### config.mk
export PLATFORM = sky130hd
export DESIGN_NAME = sdram_read_capture
export DESIGN_NICKNAME = d
export VERILOG_FILES = /design/src/rtl/sdram_pkg.sv /design/src/rtl/sdram_rd_fifo.sv /design/src/rtl/sdram_read_capture.sv
export SDC_FILE = /design/constraint.sdc
export NUM_CORES = 1
export LEC_CHECK = 0
export BUFFER_PORTS_ARGS = -buffer_cell sky130_fd_sc_hd__clkbuf_2
export CAP_MARGIN = 20
export CORE_AREA = 4 4 143 145
export CTS_CLUSTER_DIAMETER = 30
export CTS_CLUSTER_SIZE = 25
export DETAILED_ROUTE_END_ITERATION = 8
export DIE_AREA = 0 0 147 149
export GPL_TIMING_DRIVEN = 0
export PLACE_DENSITY = 0.56
export SYNTH_ARGS = -nofsm -noshare
export SYNTH_HDL_FRONTEND = slang
export SYNTH_SLANG_ARGS = --single-unit
### constraint.sdc
create_clock -name CLK -period 3.65 [get_ports CLK]
set_clock_uncertainty 0.05 [all_clocks]
set_input_delay 0.73 -clock CLK [delete_from_list [all_inputs] [get_ports CLK]]
set_output_delay 0.73 -clock CLK [all_outputs]
set_load 0.02 [all_outputs]
### src/rtl/sdram_pkg.sv
// Constants shared by the SDRAM controller, write data path and read capture.
// Holds the legal CAS latency / burst length values and the default bus width.
package sdram_pkg;

  localparam int SDRAM_DATA_WIDTH = 16;
  localparam int CL_MIN           = 2;
  localparam int CL_MAX           = 3;
  localparam int CL_DEFAULT       = 3;
  localparam int BL_MAX           = 8;
  localparam int BL_DEFAULT       = 1;

  function automatic bit cl_legal(input int cl);
    return (cl >= CL_MIN) && (cl <= CL_MAX);
  endfunction

  function automatic bit bl_legal(input int bl);
    return (bl == 1) || (bl == 2) || (bl == 4) || (bl == 8);
  endfunction

endpackage

### src/rtl/sdram_rd_fifo.sv
// First-word-fall-through read FIFO; pointers carry one extra wrap bit so
// full/empty are resolved by comparing the pointer MSBs.
module sdram_rd_fifo #(
  parameter int DATA_WIDTH = 16,
  parameter int FIFO_DEPTH = 8
) (
  input  logic                  CLK,
  input  logic                  RESET_N,
  input  logic                  push,
  input  logic [DATA_WIDTH-1:0] push_data,
  input  logic                  pop,
  output logic [DATA_WIDTH-1:0] pop_data,
  output logic                  full,
  output logic                  empty
);

  localparam int AW = $clog2(FIFO_DEPTH);

  logic [DATA_WIDTH-1:0] mem [FIFO_DEPTH];
  logic [AW:0]           wptr;
  logic [AW:0]           rptr;
  logic                  do_pop;
  logic                  do_push;

  assign empty    = (wptr == rptr);
  assign full     = (wptr[AW] != rptr[AW]) && (wptr[AW-1:0] == rptr[AW-1:0]);
  assign do_pop   = pop & ~empty;
  // A full FIFO still takes a beat when the head leaves on the same edge.
  assign do_push  = push & (~full | do_pop);
  assign pop_data = empty ? '0 : mem[rptr[AW-1:0]];

  always_ff @(posedge CLK or negedge RESET_N) begin
    if (!RESET_N) begin
      wptr <= '0;
      rptr <= '0;
    end else begin
      if (do_push) wptr <= wptr + 1'b1;
      if (do_pop)  rptr <= rptr + 1'b1;
    end
  end

  always_ff @(posedge CLK) begin
    if (do_push) mem[wptr[AW-1:0]] <= push_data;
  end

endmodule

### src/rtl/sdram_read_capture.sv
// SDRAM read capture: CAS-latency delay line, burst beat counter, capture
// register and read FIFO. Define SDRAM_RD_OVF_CNT_EN to add the OVF_COUNT port.
module sdram_read_capture
  import sdram_pkg::*;
#(
  parameter int DATA_WIDTH  = SDRAM_DATA_WIDTH,
  parameter int CAS_LATENCY = CL_DEFAULT,
  parameter int BURST_LEN   = BL_DEFAULT,
  parameter int FIFO_DEPTH  = 8
) (
  input  logic                  CLK,
  input  logic                  RESET_N,
  input  logic                  READ_ISSUE,
  input  logic [DATA_WIDTH-1:0] DQIN,
  output logic [DATA_WIDTH-1:0] RD_DATA,
  output logic                  RD_VALID,
  input  logic                  RD_READY,
  output logic                  RD_BUSY,
  output logic                  OVERFLOW,
  input  logic                  CLR_OVF
`ifdef SDRAM_RD_OVF_CNT_EN
  ,
  output logic [7:0]            OVF_COUNT
`endif
);

  localparam int                CNT_W             = $clog2(BL_MAX + 1);
  localparam logic [CNT_W-1:0]  BEATS_AFTER_FIRST = CNT_W'(BURST_LEN - 1);

  logic [CAS_LATENCY-1:0] issue_dly_p0;
  logic [CNT_W-1:0]       beat_cnt_p0;
  logic                   issue_hit;
  logic                   capture;
  logic [DATA_WIDTH-1:0]  cap_data_p1;
  logic                   cap_vld_p1;
  logic                   fifo_full;
  logic                   fifo_empty;
  logic                   fifo_pop;
  logic                   drop;

  // Stage p0: latency delay line and beat counter. The counter holds the
  // beats still owed after the current one, so a reload truncates any burst.
  assign issue_hit = issue_dly_p0[CAS_LATENCY-1];
  assign capture   = issue_hit | (beat_cnt_p0 != '0);
  assign RD_BUSY   = (|issue_dly_p0) | (beat_cnt_p0 != '0);

  always_ff @(posedge CLK or negedge RESET_N) begin
    if (!RESET_N) begin
      issue_dly_p0 <= '0;
      beat_cnt_p0  <= '0;
    end else begin
      issue_dly_p0 <= {issue_dly_p0[CAS_LATENCY-2:0], READ_ISSUE};
      if (issue_hit)
        beat_cnt_p0 <= BEATS_AFTER_FIRST;
      else if (beat_cnt_p0 != '0)
        beat_cnt_p0 <= beat_cnt_p0 - 1'b1;
    end
  end

  // Stage p1: capture register feeding the FIFO one edge later.
  always_ff @(posedge CLK or negedge RESET_N) begin
    if (!RESET_N) begin
      cap_vld_p1  <= 1'b0;
      cap_data_p1 <= '0;
    end else begin
      cap_vld_p1 <= capture;
      if (capture) cap_data_p1 <= DQIN;
    end
  end

  sdram_rd_fifo #(
    .DATA_WIDTH (DATA_WIDTH),
    .FIFO_DEPTH (FIFO_DEPTH)
  ) u_fifo (
    .CLK       (CLK),
    .RESET_N   (RESET_N),
    .push      (cap_vld_p1),
    .push_data (cap_data_p1),
    .pop       (fifo_pop),
    .pop_data  (RD_DATA),
    .full      (fifo_full),
    .empty     (fifo_empty)
  );

  assign RD_VALID = ~fifo_empty;
  assign fifo_pop = RD_VALID & RD_READY;
  assign drop     = cap_vld_p1 & fifo_full & ~fifo_pop;

  always_ff @(posedge CLK or negedge RESET_N) begin
    if (!RESET_N)
      OVERFLOW <= 1'b0;
    else if (drop)
      OVERFLOW <= 1'b1;
    else if (CLR_OVF)
      OVERFLOW <= 1'b0;
  end

`ifdef SDRAM_RD_OVF_CNT_EN
  function automatic logic [7:0] sat_inc8(input logic [7:0] v);
    return (v == 8'hFF) ? v : v + 8'd1;
  endfunction

  always_ff @(posedge CLK or negedge RESET_N) begin
    if (!RESET_N)
      OVF_COUNT <= '0;
    else if (drop)
      OVF_COUNT <= sat_inc8(OVF_COUNT);
    else if (CLR_OVF)
      OVF_COUNT <= '0;
  end
`endif

endmodule

==> impl_metrics.prom, run 1 <==
# TYPE chip_impl_metric gauge
chip_impl_metric{name="post_synth.cell_area_avg",unit="µm²"} 16.9
chip_impl_info{name="rsz0062_at_grt",value="false"} 1
chip_impl_metric{name="combinationalPowerShare",unit="%"} 34.7
chip_impl_metric{name="floorplan.die.height",unit="µm"} 149
chip_impl_metric{name="vias",unit=""} 3389
chip_impl_metric{name="layout.cells.non_filler",unit=""} 724
chip_impl_info{name="setup.worst_path.start_class",value="flip-flop"} 1
chip_impl_metric{name="cts_made_buffers",unit=""} 17
chip_impl_metric{name="share_clk_of_total_power",unit="%"} 27.9
chip_impl_metric{name="synth_cell_type_count",unit=""} 37
chip_impl_metric{name="cts_resized",unit=""} 0
chip_impl_metric{name="design.portCount",unit=""} 40
chip_impl_metric{name="max_slew.worst_pin.slew",unit="ns"} 0.919
chip_impl_metric{name="drtIter0Drc",unit=""} 242
chip_impl_metric{name="worst_ep_required_time",unit="ns"} 2.87
chip_impl_metric{name="report.final.slew_viol_count",unit=""} 0
chip_impl_metric{name="placed_cells",unit=""} 691
chip_impl_metric{name="totalPowerFinal",unit="W"} 0.00649
chip_impl_metric{name="period_minus_slack",unit="ns"} 3.34
chip_impl_metric{name="edff_count_synth",unit=""} 128
chip_impl_metric{name="drc",unit=""} 0
chip_impl_info{name="worstReg2RegStart",value="u_fifo.wptr[0]$_DFFE_PN0P_"} 1
chip_impl_metric{name="grt_pass1_wl",unit="mm"} 21.0
chip_impl_metric{name="synth.ff_latch_count",unit=""} 161
chip_impl_info{name="cts.root.buffer_cell",value="sky130_fd_sc_hd__clkbuf_16"} 1
chip_impl_metric{name="gate_count_post_synth",unit=""} 379
chip_impl_metric{name="antenna_found_initial",unit=""} 0
chip_impl_metric{name="power_switching_share",unit="%"} 34.9
chip_impl_metric{name="coreArea",unit="mm²"} 0.0192
chip_impl_metric{name="finalWirelength",unit="mm"} 13.5
chip_impl_metric{name="row_count",unit=""} 51
chip_impl_info{name="post-synth-top-count-cell",value="sky130_fd_sc_hd__edfxtp_1"} 1
chip_impl_info{name="cell_types_with_the_largest_area_share_after_synthesis",value="sky130_fd_sc_hd__edfxtp_1 60%, sky130_fd_sc_hd__dfrtp_1 13%, sky130_fd_sc_hd__mux2i_1 10%"} 1
chip_impl_metric{name="power.leakage",unit="nW"} 2.87
chip_impl_metric{name="synth-seq-area-share",unit="%"} 72.8
chip_impl_info{name="critPathCaptureType",value="primary output"} 1
chip_impl_metric{name="grt_max_degree",unit=""} 34
chip_impl_metric{name="layout_setup_ws",unit="ns"} 0.310
chip_impl_metric{name="reg2reg_setup_slack",unit="ns"} 1.08
chip_impl_metric{name="p_sw",unit="W"} 0.00227
chip_impl_metric{name="clock-sinks",unit=""} 161
chip_impl_info{name="cts_tree",value="built"} 1
chip_impl_metric{name="clock_latency_on_the_worst_skew_pair",unit="ns"} 0.42
chip_impl_info{name="timing.rr.end",value="u_fifo.mem[2][10]$_DFFE_PP_"} 1
chip_impl_metric{name="ir_worst_vdd",unit="mV"} 0.369
chip_impl_info{name="hp-start",value="issue_dly_p0[0]$_DFF_PN0_"} 1
chip_impl_metric{name="post_drt_via_cell_ratio",unit=""} 4.68
chip_impl_metric{name="ys.warnings.count",unit=""} 0
chip_impl_metric{name="gr_util_all_layers",unit="%"} 13.0
chip_impl_metric{name="grt_pass1_vias",unit=""} 3603
chip_impl_metric{name="postSynth.asyncResetShare",unit="%"} 20.5
chip_impl_metric{name="finish.net_count",unit=""} 470
chip_impl_info{name="hold_path_end",value="issue_dly_p0[1]$_DFF_PN0_"} 1
chip_impl_metric{name="chipWidth",unit="µm"} 147
chip_impl_metric{name="seq_power_share",unit="%"} 37.4
chip_impl_metric{name="first_pass_iters",unit=""} 4
chip_impl_info{name="run_status",value="complete, no violations"} 1
chip_impl_metric{name="dpl-instance-area",unit="mm²"} 0.00707
chip_impl_metric{name="synth_largest_type_area_fraction",unit="%"} 60.0
chip_impl_metric{name="gpl.final_weighted_congestion",unit=""} 0.765
chip_impl_metric{name="instance_count_along_the_most_critical_hold_path",unit=""} 0
chip_impl_metric{name="maximum_level_of_the_cts_h_tree",unit=""} 4
chip_impl_metric{name="finalSetupViolations",unit=""} 0
chip_impl_metric{name="arrival",unit="ns"} 2.56
chip_impl_metric{name="hold-worst-slack",unit="ns"} 0.328
chip_impl_metric{name="finalHoldViolations",unit=""} 0
chip_impl_metric{name="pwr_density_cell",unit="mW/mm²"} 843
chip_impl_metric{name="mappedNetlistArea",unit="mm²"} 0.00641
chip_impl_info{name="holdCritPathClass",value="flip-flop to flip-flop"} 1
chip_impl_info{name="synthDominantAreaCellType",value="sky130_fd_sc_hd__edfxtp_1"} 1
chip_impl_metric{name="wl_per_cell",unit="µm"} 18.7
chip_impl_metric{name="globalRouteOverflowTotal",unit=""} 0
chip_impl_metric{name="dp_hpwl",unit="mm"} 8.98
chip_impl_metric{name="fin_crit_sh",unit="%"} 91.5
chip_impl_metric{name="antennaDiodeCount",unit=""} 0
chip_impl_metric{name="synth.net_count",unit=""} 403
chip_impl_info{name="ys.flop_type",value="sky130_fd_sc_hd__edfxtp_1"} 1
chip_impl_metric{name="worst-path-max-fanout",unit=""} 10
chip_impl_metric{name="ant_nets",unit=""} 0
chip_impl_metric{name="cell_internal_pwr",unit="W"} 0.00422
chip_impl_metric{name="place.port_buffers",unit=""} 39
chip_impl_metric{name="layout-drive-gt1-share",unit="%"} 26.6
chip_impl_info{name="leading_post_synthesis_cells_by_instance_count",value="128 x sky130_fd_sc_hd__edfxtp_1, 65 x sky130_fd_sc_hd__mux2i_1, 33 x sky130_fd_sc_hd__dfrtp_1, 32 x sky130_fd_sc_hd__a22oi_1, 17 x sky130_fd_sc_hd__mux2_2"} 1
chip_impl_metric{name="holdBufCountCts",unit=""} 0
chip_impl_metric{name="final_design_area_no_fill",unit="mm²"} 0.00769
chip_impl_metric{name="start_util",unit="%"} 33.4
chip_impl_metric{name="worstRegToRegCells",unit=""} 7
chip_impl_info{name="critPathKind",value="flip-flop to primary output"} 1
chip_impl_metric{name="area.growth.synth_to_final",unit="%"} 20.0
chip_impl_metric{name="maxClockFrequency",unit="MHz"} 299
chip_impl_metric{name="max_slew_margin",unit="%"} 38.7
chip_impl_metric{name="timing.max_cap.violations",unit=""} 0
chip_impl_metric{name="clkSlewWorstSetupHoldPaths",unit="ns"} 0.06
chip_impl_metric{name="buffer_count_from_post_cts_setup_fixing",unit=""} 0
chip_impl_metric{name="die-area",unit="mm²"} 0.0219
chip_impl_metric{name="cts-root-to-sink-buffers",unit=""} 2
chip_impl_metric{name="pre_cts_ws",unit="ns"} 0.716
[layer usage]
layer  part of all wire, %  vias to the layer above  global-route usage, %
met5                     0                        -                      0
met4                   1.5                        0                   4.89
met3                   3.4                       17                   2.83
met2                    49                       58                   21.4
met1                    46                     1706                   16.9
li1                      -                     1608                      -
[critical path, stage by stage (launching register included)]
cell                       delay, ns
sky130_fd_sc_hd__dfrtp_1        0.46
sky130_fd_sc_hd__nor2_1         0.56
sky130_fd_sc_hd__clkbuf_1       0.52
sky130_fd_sc_hd__a22oi_1        0.20
sky130_fd_sc_hd__and3_1         0.24
sky130_fd_sc_hd__clkbuf_2       0.16
[layout by cell type, fill, tap and decap left out, types with 2 or more instances in the layout]
cell type / instances
sky130_fd_sc_hd__a21oi_1: 2
sky130_fd_sc_hd__a22oi_1: 32
sky130_fd_sc_hd__and3_1: 16
sky130_fd_sc_hd__buf_2: 12
sky130_fd_sc_hd__buf_4: 2
sky130_fd_sc_hd__buf_8: 7
sky130_fd_sc_hd__bufinv_16: 3
sky130_fd_sc_hd__clkbuf_1: 4
sky130_fd_sc_hd__clkbuf_16: 17
sky130_fd_sc_hd__clkbuf_2: 41
sky130_fd_sc_hd__clkinv_4: 3
sky130_fd_sc_hd__clkinvlp_4: 4
sky130_fd_sc_hd__dfrtp_1: 33
sky130_fd_sc_hd__edfxtp_1: 128
sky130_fd_sc_hd__ha_1: 3
sky130_fd_sc_hd__inv_1: 7
sky130_fd_sc_hd__inv_6: 2
sky130_fd_sc_hd__mux2_1: 2
sky130_fd_sc_hd__mux2_2: 17
sky130_fd_sc_hd__mux2i_1: 65
sky130_fd_sc_hd__nand2_1: 5
sky130_fd_sc_hd__nand2b_1: 4
sky130_fd_sc_hd__nand3_1: 5
sky130_fd_sc_hd__nor2_1: 3
sky130_fd_sc_hd__nor2_2: 5
sky130_fd_sc_hd__nor2b_1: 3
sky130_fd_sc_hd__o21ai_0: 2
sky130_fd_sc_hd__or3_1: 3
sky130_fd_sc_hd__xnor2_1: 9
[power groups by stage]
stage / sequential (W) / clock (W) / combinational, W
6_report: 0.00243 / 0.00181 / 0.00225
5_1_grt: 0.00246 / 0.00192 / 0.00244
4_1_cts: 0.00243 / 0.00184 / 0.00228
3_5_place_dp: 0.00247 / 0 / 0.00228
3_3_place_gp: 0.00246 / 0 / 0.00217
2_1_floorplan: 0.00243 / 0 / 0.00150
[stage by stage]
step / setup TNS, ns / util (%)
final: 0 / 40.1
after global routing: 0 / 40.1
after CTS: 0 / 40.0
after detailed placement: 0 / 36.8
after global placement: -5.59 / 36.1
after floorplan: 0 / -
[cell type report]
cell class	instances	area (µm²)
tap	265	332
inverter	7	26.3
multi-input combinational	191	1640
buffer	20	96.3
sequential	161	4670
clock inverter	15	184
clock buffer	17	425
timing repair buffer	48	319
fill	1732	11500
[state kept, by name, indices dropped and copies added, names as in the netlist]
signal,count
cap_data_p1,16
u_fifo.rptr,4
OVERFLOW,1
issue_dly_p0,3
u_fifo.wptr,4
u_fifo.mem,128
beat_cnt_p0,4
cap_vld_p1,1
[how the worst max path moves through the flow]
stage | slack, ns | startpoint | end
final | 0.31 | u_fifo.rptr[0]$_DFFE_PN0P_ | RD_DATA[9]
after global routing | 0.11 | u_fifo.rptr[0]$_DFFE_PN0P_ | RD_DATA[12]
after CTS | 0.25 | u_fifo.rptr[0]$_DFFE_PN0P_ | RD_DATA[9]
after detailed placement | 0.72 | u_fifo.rptr[0]$_DFFE_PN0P_ | RD_DATA[9]
after global placement | -0.35 | RD_READY | u_fifo.mem[2][8]$_DFFE_PP_
after floorplan | 0.92 | RD_READY | u_fifo.mem[2][0]$_DFFE_PP_
[cells by family after synthesis]
kind of cell             count (synthesis)  synth area share (%)
buffers and inverters                   27                  1.91
multiplexers                            84                  13.5
AND/OR/NAND/NOR                         52                  4.86
AO/OA/AOI/OAI                           42                  4.96
adder cells (fa/ha/maj)                  3                 0.586
XOR/XNOR                                10                  1.37
flip-flops                             161                  72.8
Power figures use the tool's default switching activity.
==> run 2, diff against run 1 <==
PLACE_DENSITY = not set   (was 0.56)
PLACE_DENSITY_LB_ADDON = 0.05   (was not set)
==> run 2 against run 1 <==
Global-route usage is 1.2 points higher. Hold slack lost 0.17 ns. Die area stayed put. Cell area up 1.1%. First-iteration DRC count is 6.6% lower. Count of clock-buffer cells in the layout rose by 4. Clock power increased by 9%. Critical path depth unchanged. Routed wire length rose by 10%. Critical path type unchanged. Non-clock buffer count up 1. Final cell count rose by 0.14%. Sequential power barely moved.
==> impl_metrics.prom, run 2 (same netlist as run 1, synthesis figures left out) <==
# TYPE chip_impl_metric gauge
chip_impl_metric{name="fin_tns_setup",unit="ns"} 0
chip_impl_info{name="run_status",value="complete, no violations"} 1
chip_impl_metric{name="area.growth.synth_to_final",unit="%"} 21.4
chip_impl_metric{name="ir_worst_vdd",unit="mV"} 0.316
chip_impl_metric{name="reg2reg_setup_slack",unit="ns"} 1.11
chip_impl_metric{name="drc",unit=""} 0
chip_impl_metric{name="floorplan.die.height",unit="µm"} 149
chip_impl_metric{name="clkSlewWorstSetupHoldPaths",unit="ns"} 0.06
chip_impl_metric{name="final.fill_count",unit=""} 1742
chip_impl_info{name="timing.rr.end",value="u_fifo.mem[4][14]$_DFFE_PP_"} 1
chip_impl_info{name="setup.worst_path.start_class",value="flip-flop"} 1
chip_impl_metric{name="place.port_buffers",unit=""} 39
chip_impl_metric{name="clock_latency_on_the_worst_skew_pair",unit="ns"} 0.42
chip_impl_metric{name="multi_input_comb_area",unit="mm²"} 0.00164
chip_impl_info{name="cts.root.buffer_cell",value="sky130_fd_sc_hd__clkbuf_16"} 1
chip_impl_metric{name="period_minus_slack",unit="ns"} 3.46
chip_impl_metric{name="chipWidth",unit="µm"} 147
chip_impl_metric{name="finish.net_count",unit=""} 471
chip_impl_info{name="timing.critical_path.max_delay_family",value="simple AND/OR/NAND/NOR gates"} 1
chip_impl_metric{name="grt_pass1_vias",unit=""} 3546
chip_impl_metric{name="clock-sinks",unit=""} 161
chip_impl_metric{name="max_slew_margin",unit="%"} 52.3
chip_impl_metric{name="buffer_count_from_post_cts_setup_fixing",unit=""} 0
chip_impl_metric{name="coreArea",unit="mm²"} 0.0192
chip_impl_metric{name="row_count",unit=""} 51
chip_impl_info{name="timing.critical_path.from",value="u_fifo.rptr[0]$_DFFE_PN0P_"} 1
chip_impl_metric{name="wl_per_cell",unit="µm"} 20.6
chip_impl_metric{name="globalRouteOverflowTotal",unit=""} 0
chip_impl_metric{name="layout-drive-gt1-share",unit="%"} 26.5
chip_impl_metric{name="post_drt_via_cell_ratio",unit=""} 4.72
chip_impl_metric{name="cts_resized",unit=""} 0
chip_impl_info{name="worstReg2RegStart",value="u_fifo.wptr[0]$_DFFE_PN0P_"} 1
chip_impl_info{name="rsz0062_at_grt",value="false"} 1
chip_impl_metric{name="cts-root-to-sink-buffers",unit=""} 2
chip_impl_metric{name="pwr_density_cell",unit="mW/mm²"} 862
chip_impl_metric{name="finalHoldViolations",unit=""} 0
chip_impl_metric{name="finalWirelength",unit="mm"} 15.0
chip_impl_metric{name="worst-path-buf-inv",unit=""} 2
chip_impl_metric{name="grt_pass1_wl",unit="mm"} 22.4
chip_impl_metric{name="area.sequential",unit="mm²"} 0.00467
chip_impl_metric{name="grt_max_degree",unit=""} 34
chip_impl_metric{name="number_of_flip_flops_under_the_largest_register_name",unit=""} 128
chip_impl_metric{name="gpl.final_weighted_congestion",unit=""} 0.734
chip_impl_metric{name="worst_ep_required_time",unit="ns"} 2.87
chip_impl_metric{name="finalSetupViolations",unit=""} 0
chip_impl_metric{name="antenna_found_initial",unit=""} 0
chip_impl_info{name="holdCritPathClass",value="input port to asynchronous set/reset pin"} 1
chip_impl_metric{name="timing.max_cap.violations",unit=""} 0
chip_impl_metric{name="ant_nets",unit=""} 0
chip_impl_info{name="cp-endpoint",value="RD_DATA[5]"} 1
chip_impl_metric{name="worst-path-max-fanout",unit=""} 10
chip_impl_info{name="cts_tree",value="built"} 1
chip_impl_metric{name="holdBufCountCts",unit=""} 0
chip_impl_metric{name="dp_hpwl",unit="mm"} 9.60
chip_impl_metric{name="design.portCount",unit=""} 40
chip_impl_metric{name="first_pass_iters",unit=""} 4
chip_impl_metric{name="timing.critical_path.depth",unit=""} 5
chip_impl_metric{name="fin_crit_sh",unit="%"} 94.7
chip_impl_info{name="crit_chain",value="nor2_1, clkbuf_1, a22oi_1, and3_1, clkbuf_2"} 1
chip_impl_metric{name="vias",unit=""} 3420
chip_impl_metric{name="die-area",unit="mm²"} 0.0219
chip_impl_metric{name="maximum_level_of_the_cts_h_tree",unit=""} 4
chip_impl_metric{name="power.leakage",unit="nW"} 2.91
chip_impl_metric{name="hold-worst-slack",unit="ns"} 0.159
chip_impl_info{name="critPathKind",value="flip-flop to primary output"} 1
chip_impl_info{name="final_common_cell",value="sky130_fd_sc_hd__edfxtp_1"} 1
chip_impl_metric{name="cpPeakStageDelay",unit="ns"} 0.58
chip_impl_metric{name="arrival",unit="ns"} 2.68
chip_impl_info{name="critPathSlowestCell",value="sky130_fd_sc_hd__nor2_1"} 1
chip_impl_metric{name="antennaDiodeCount",unit=""} 0
chip_impl_metric{name="cts_made_buffers",unit=""} 17
chip_impl_metric{name="report.final.slew_viol_count",unit=""} 0
chip_impl_metric{name="start_util",unit="%"} 33.4
chip_impl_info{name="commonest_cells_after_routing_fill_and_taps_aside",value="128 x sky130_fd_sc_hd__edfxtp_1, 65 x sky130_fd_sc_hd__mux2i_1, 41 x sky130_fd_sc_hd__clkbuf_2, 33 x sky130_fd_sc_hd__dfrtp_1, 32 x sky130_fd_sc_hd__a22oi_1"} 1
chip_impl_metric{name="gr_util_all_layers",unit="%"} 14.2
chip_impl_info{name="critPathCaptureType",value="primary output"} 1
chip_impl_metric{name="drtIter0Drc",unit=""} 226
chip_impl_metric{name="worstRegToRegCells",unit=""} 6
chip_impl_metric{name="max_slew.worst_pin.slew",unit="ns"} 0.716
chip_impl_metric{name="maxClockFrequency",unit="MHz"} 289
-- run 2: worst reg2reg max path: stages, from the launching register on --
cell	delay (ns)
sky130_fd_sc_hd__dfrtp_1	0.38
sky130_fd_sc_hd__clkbuf_2	0.19
sky130_fd_sc_hd__xnor2_1	0.20
sky130_fd_sc_hd__and4b_4	0.24
sky130_fd_sc_hd__a211o_1	0.40
sky130_fd_sc_hd__nor2_2	0.55
sky130_fd_sc_hd__buf_8	0.24
-- run 2: worst min-delay path by stage --
| stage | cells after the start | start | to | slack, ns |
|---|---|---|---|---|
| 3_3_place_gp | 0 | issue_dly_p0[1]$_DFF_PN0_ | issue_dly_p0[2]$_DFF_PN0_ | 0.31 |
| 3_5_place_dp | 0 | issue_dly_p0[1]$_DFF_PN0_ | issue_dly_p0[2]$_DFF_PN0_ | 0.31 |
| 4_1_cts | 0 | issue_dly_p0[0]$_DFF_PN0_ | issue_dly_p0[1]$_DFF_PN0_ | 0.33 |
| 2_1_floorplan | 0 | issue_dly_p0[1]$_DFF_PN0_ | issue_dly_p0[2]$_DFF_PN0_ | 0.30 |
| 5_1_grt | 1 | RESET_N | OVERFLOW$_DFFE_PN0P_ | 0.17 |
| 6_report | 1 | RESET_N | OVERFLOW$_DFFE_PN0P_ | 0.16 |
-- run 2: layout make-up --
cell class / instances / share of cell area (%)
Sequential cell: 161 / 60.0
Multi-Input combinational cell: 191 / 21.1
Clock buffer: 21 / 5.92
Timing Repair Buffer: 49 / 4.57
Tap cell: 265 / 4.26
Clock inverter: 11 / 2.56
Buffer: 20 / 1.24
Inverter: 7 / 0.338
-- run 2: per-stage QoR --
stage	power [W]	cell area [µm²]	instances	util, %	setup slack, ns
after floorplan	0.00393	6410	379	-	0.920
after global placement	0.00471	6940	683	36.1	-0.516
after detailed placement	0.00481	7100	692	37.0	0.622
after CTS	0.00680	7760	724	40.4	0.148
after global routing	0.00706	7780	725	40.5	0.0539
final	0.00670	7780	725	40.5	0.192
-- run 2: metal layers --
metal  track usage [%]  vias up  wire length [µm]
li1                  -     1603                 -
met5                 0        -                 0
met2              23.0       61              7220
met1              19.0     1736              6960
met3              3.28       20               541
met4              4.71        0               234
-- run 2: power by group --
part | internal, W | switching, W | leakage (nW)
combinational | 0.000852 | 0.00145 | 1.04
sequential | 0.00230 | 0.000129 | 1.56
clock | 0.00126 | 0.000723 | 0.311
total | 0.00441 | 0.00230 | 2.91
